### src/rtl/ic74ls161.sv
// SN74LS161A synchronous 4-bit binary counter, pin-accurate 16-pin DIP model.
// Async active-low clear, sync active-low load, count enables ENP/ENT, ripple carry out.
module ic74ls161 #(
  parameter int unsigned TPD_CLK_Q = 0,
  parameter int unsigned TPD_CLR_Q = 0,
  parameter int unsigned TPD_RCO   = 0
) (
  input  logic port1,   // CLR_n
  input  logic port2,   // CLK
  input  logic port3,   // A (LSB)
  input  logic port4,   // B
  input  logic port5,   // C
  input  logic port6,   // D (MSB)
  input  logic port7,   // ENP
  input  logic port8,   // GND
  input  logic port9,   // LOAD_n
  input  logic port10,  // ENT
  output logic port11,  // QD
  output logic port12,  // QC
  output logic port13,  // QB
  output logic port14,  // QA
  output logic port15,  // RCO
  input  logic port16   // VCC
);

  logic [3:0] q_q;
  logic [3:0] q_d;
  logic [3:0] load_data;
  logic       count_en;

  assign load_data = {port6, port5, port4, port3};
  assign count_en  = port7 & port10;

  // Any X/Z on clear, load or the combined enable falls to the default arm,
  // so undriven board nets show up as an unknown count.
  always_comb begin
    q_d = q_q;
    case ({port1, port9, count_en})
      3'b100,
      3'b101:  q_d = load_data;
      3'b110:  q_d = q_q;
      3'b111:  q_d = q_q + 4'd1;
      default: q_d = 4'hx;
    endcase
  end

  always_ff @(posedge port2 or negedge port1) begin
    if (!port1) begin
      q_q <= 4'h0;
    end else begin
      q_q <= q_d;
    end
  end

  assign port11 = q_q[3];
  assign port12 = q_q[2];
  assign port13 = q_q[1];
  assign port14 = q_q[0];
  assign port15 = port10 & (q_q == 4'hF);

  // Zero-delay cycle model: timing parameters are kept for drop-in compatibility only.
  localparam int unsigned TpdSum = TPD_CLK_Q + TPD_CLR_Q + TPD_RCO;

  logic unused_pins;
  assign unused_pins = ^{port8, port16, (TpdSum == 0)};

endmodule

### config.mk
export PLATFORM = sky130hd
export DESIGN_NAME = ic74ls161
export DESIGN_NICKNAME = d
export VERILOG_FILES = /design/src/rtl/ic74ls161.sv
export SDC_FILE = /design/constraint.sdc
export NUM_CORES = 1
export LEC_CHECK = 0
export ABC_AREA = 1
export CAP_MARGIN = 15
export CORE_AREA = 2 2 39 41
export CTS_CLUSTER_SIZE = 14
export DETAILED_ROUTE_END_ITERATION = 6
export DIE_AREA = 0 0 41 43
export GPL_ROUTABILITY_DRIVEN = 0
export GPL_TIMING_DRIVEN = 0
export PLACE_DENSITY = 0.47
export SYNTH_ARGS = -nofsm -noshare
export SYNTH_HDL_FRONTEND = slang
export SYNTH_SLANG_ARGS = --single-unit
### constraint.sdc
create_clock -name port2 -period 1.5 [get_ports port2]
set_input_delay 0.45 -clock port2 [delete_from_list [all_inputs] [get_ports port2]]
set_output_delay 0.45 -clock port2 [all_outputs]
set_load 0.1 [all_outputs]
# After elaboration in Yosys (flattened, before gate mapping)
# Cells that the tools add are included.
# totals
in_bits,11
out_inout_bits,5
wordCells,11
romBits,0
mem_count,0
register_bits,4
mem_bits_rw,0
latchBits,0
# op_classes
mul,0
bitwise,2
n_mux,1
n_lt_le_gt_ge,0
n_div,0
add_sub_neg,1
reduce_logical,1
shifts,0
n_eq_ne,5
# op_table
op,n
$eq A3 B3 Y1 const B,4
$pmux W4 S2,1
$add A4 B1 Y4 const B,1
$eq A4 B4 Y1 const B,1
$and A1 B1 Y1,2
$reduce_or A2 Y1,1

# Logic depth before layout (Yosys ltp)
# depth
depth_word,4
mapped_depth,6
mapped_depth_nobuf,6

# Least setup slack after synthesis
# No wires, ideal clock.
# synth_path
kind,register to output
start,register q_q[0]
end,output port port15
t_arrival_ps,2629
n_path_buf,0
path_stages_with_launch,4
setup_slack_ps,-1579
t_required_ps,1050
cell_sequence,dfrtp_1 > ha_1 > nand2_1 > nor2_1
# synth_via
elab_chain_cells,2
# synth_rtl
item,line_no,text
start: declaration,26,logic [3:0] q_q;
start signal: assignment,51,q_q <= q_d;
$eq A4 B4 Y1,59,assign port15 = port10 & (q_q == 4'hF);
$and A1 B1 Y1,59,
end: declaration,22,"output logic port15,"
# Every way passes these cells.

# Worst setup path after layout
# Same ends and word-level chain as after synthesis.

==> key figures <==
Status
  • Outcome: finished, violations left
  • Failing checks: negative setup slack

Worst setup path
  • CP Launch Type: flop
  • CP delay by family, top: flip-flops
  • Critical Path AT: 1.16 ns
  • Reg2Reg Launch Point: q_q[0]
  • Worst-path maximum fanout: 4
  • Buf+Inv Stages, Crit Path: 1
  • Worst path slowest cell: dfrtp_4
  • Crit path cell chain: ha_4 > nand2_4 > nor2_4 > buf_12
  • Worst setup EP type: output port
  • Reg2reg end: q_q[2]
  • R2R Setup Slk: 0.27 ns
  • Slowest Stage Delay on Critical Path: 0.50 ns
  • CP required: 1.05 ns
  • Worst Reg-to-Reg Cells: 4
  • Crit path kind: reg -> out

Power
  • Internal Power: 288 uW
  • Tot Pwr: 476 uW
  • Worst IR Drop VDD: 0.000427 V
  • Combinational share of power: 42.5%
  • Sw Pwr: 188 uW
  • P per Cell Area: 903 nW/um2
  • Power share of the clock group: 27.5%
  • Reg power frac: 30.1%
  • Switch share: 39.5%
  • Lkg Pwr: 0.000255 uW

Logic synthesis
  • Largest cells by area after synthesis: dfrtp_1 37%, nand2_1 21%, nand3_1 7.4%
  • Register area share after synthesis: 37.2%
  • Share of the synthesized area in the top cell type: 37.2%
  • Synth Instances: 38
  • Synth cell types: 14
  • Cell accounting for the most synthesized area: dfrtp_1
  • #FFs+latches synth: 4
  • Avg Synthesized Cell Area: 7.08 um2
  • Post-Syn Area: 269 um2
  • Yosys Warn Count: 0
  • Mapped Nets: 50

Final layout
  • Area added between synthesis and finish: 95.8%
  • Multi-input gate area: 188 um2
  • Nets@finish: 72
  • Max FFs per register: 4
  • Register area: 113 um2
  • # diodes: 0
  • Biggest regs: q_q: 4 flops
  • Largest Register: q_q
  • Layout cell share with drive strength beyond 1: 43.1%
  • Fill cell count: 153

Clock tree
  • Worst-path clk slew: 0.04 ns
  • TritonCTS buffer count: 3
  • CTS tree: built
  • CTS max path bufs: 2
  • Clk sink count: 4
  • H-Tree Depth: 1
  • Root buf cell: clkbuf_4
  • Clk Latency, worst-skew pair: 0.23 ns
  • Post-CTS Hold Buffers: 0

Route
  • Antenna Nets Post-Route: 0
  • WL/cell: 9.30 um
  • Initial DRC count: 5
  • Vias per cell: 4.24
  • Vias after detailed routing: 314
  • DRC: 0
  • Pre-antenna DRT Iters: 4
  • Final WL: 688 um

Global routing
  • Overflow after GRT: 0
  • Vias in the first global route: 294
  • First-pass GRT wire length: 1120 um
  • Largest net degree at the start of global routing: 7
  • Total Routing Usage GR: 9.76%
  • Initial antenna violation count: 0

Die
  • Initial core utilization: 19.4%
  • I/O pins: 16
  • Floorplan Core Area: 1380 um2
  • DIE WIDTH: 41 um
  • Die Ht: 43 um
  • Rows: 14
  • Die ar.: 1760 um2

Timing
  • Max frequency: 620 MHz
  • Fin. Hold Viols: 0
  • Final Critical Period: 1.61 ns
  • Slew Limit Fails: 0
  • Fin Hold WS: 0.0745 ns
  • Endpoints failing setup: 3
  • Worst slew pin tran: 0.484 ns
  • Fin Clk Skew: 0.00455 ns
  • Final setup margin: -0.113 ns
  • Slew headroom: 67.9%
  • RSZ-0062 raised after global routing: yes
  • Final Cycle Share: 108%

Placement
  • HPWL after detailed placement: 546 um
  • Pre-CTS setup slack: -1.18 ns
  • PortBufs: 13

Job
  • Maxcap violations: 0

Min path
  • Hold WC Path Type: in -> async
==> cells in the mapped netlist <==
library cell and number:
nand2_1 15, nand2_2 1, or2_2 1, inv_1 2
dfrtp_1 4, nor2_1 4, nand2_4 1, ha_1 1
o21ai_1 1, o211ai_1 1, nand4_1 1, nand3_1 4
inv_2 1, nor2_4 1
==> per-layer routing <==
metal	GRT usage [%]	routed length (um)	part of all wire [%]	vias to the layer above
li1	-	-	-	164
met1	10.0	276	40	141
met2	15.0	378	55	9
met3	3.14	32	4.7	0
met4	8.00	0	0	0
met5	0	0	0	-
==> per-stage QoR <==
stage	TNS (ns)	util, %	instance area (um2)	std cells
final	-0.210	38.1	527	74
after global routing	-0.326	38.1	527	74
after CTS	-0.248	36.2	500	73
after detailed placement	-3.87	33.2	459	67
after global placement	-3.83	33.2	459	67
after floorplan	-0.309	-	309	38
==> power groups by stage <==
| stage | clock network (uW) | registers [uW] | logic (uW) |
|---|---|---|---|
| global route | 152 | 144 | 215 |
| global placement | 0 | 146 | 181 |
| floorplan | 0 | 221 | 48.3 |
| finish | 131 | 143 | 202 |
| CTS | 141 | 144 | 190 |
| detailed placement | 0 | 147 | 181 |
==> final cells by class <==
class                      instances  area share, %
clock buffer                       3           4.28
tap                               16           3.80
inverter                           3           2.14
timing repair buffer              17           32.8
sequential                         4           21.4
multi-input combinational         31           35.6
==> cell families (layout without fill, tap and decap cells) <==
family | count (synthesis) | after routing | share of synthesized area [%]
DFF | 4 | 4 | 37.2
buffers and inverters | 3 | 23 | 4.19
AOI/OAI and AO/OA | 2 | 2 | 4.65
adders and majority gates | 1 | 1 | 4.65
and+or+nand+nor | 28 | 28 | 49.3
==> what timing repair did <==
| item | 4_1_cts | 5_1_grt |
|---|---|---|
| endpoints found under the setup margin | 5 | 5 |
| gates resized for setup | 33 | 5 |
| setup buffers | 3 | 1 |
| pin swaps | 2 | 2 |
==> worst max path at each step <==
stage	from	end	depth (start not counted)
2_1_floorplan	q_q[0]	port15	3
3_3_place_gp	port10	port15	4
3_5_place_dp	port10	port15	4
4_1_cts	q_q[0]	port15	4
5_1_grt	q_q[0]	port15	4
6_report	q_q[0]	port15	4
==> worst register-to-register path: stages, from the launching register on <==
cell and delay (ns):
dfrtp_4 0.50, ha_4 0.18, or2_2 0.28, nand3_1 0.08, nand3_1 0.06
==> layout by cell type, fill, tap and decap left out <==
master | netlist | final
nand3_1 | 4 | 4
dfrtp_2 | 0 | 1
nor2_4 | 1 | 2
dlymetal6s2s_1 | 0 | 1
inv_1 | 2 | 2
dfrtp_4 | 0 | 3
nand2_1 | 15 | 13
dlygate4sd2_1 | 0 | 1
buf_4 | 0 | 4
nand4_1 | 1 | 1
or2_2 | 1 | 1
nand2_2 | 1 | 2
o211ai_1 | 1 | 1
buf_2 | 0 | 2
buf_12 | 0 | 2
clkbuf_4 | 0 | 3
nand2_4 | 1 | 2
ha_4 | 0 | 1
buf_6 | 0 | 1
o21ai_1 | 1 | 1
clkdlybuf4s50_1 | 0 | 6
inv_2 | 1 | 1
nor2_1 | 4 | 3
(Power assumes the default switching activity.)
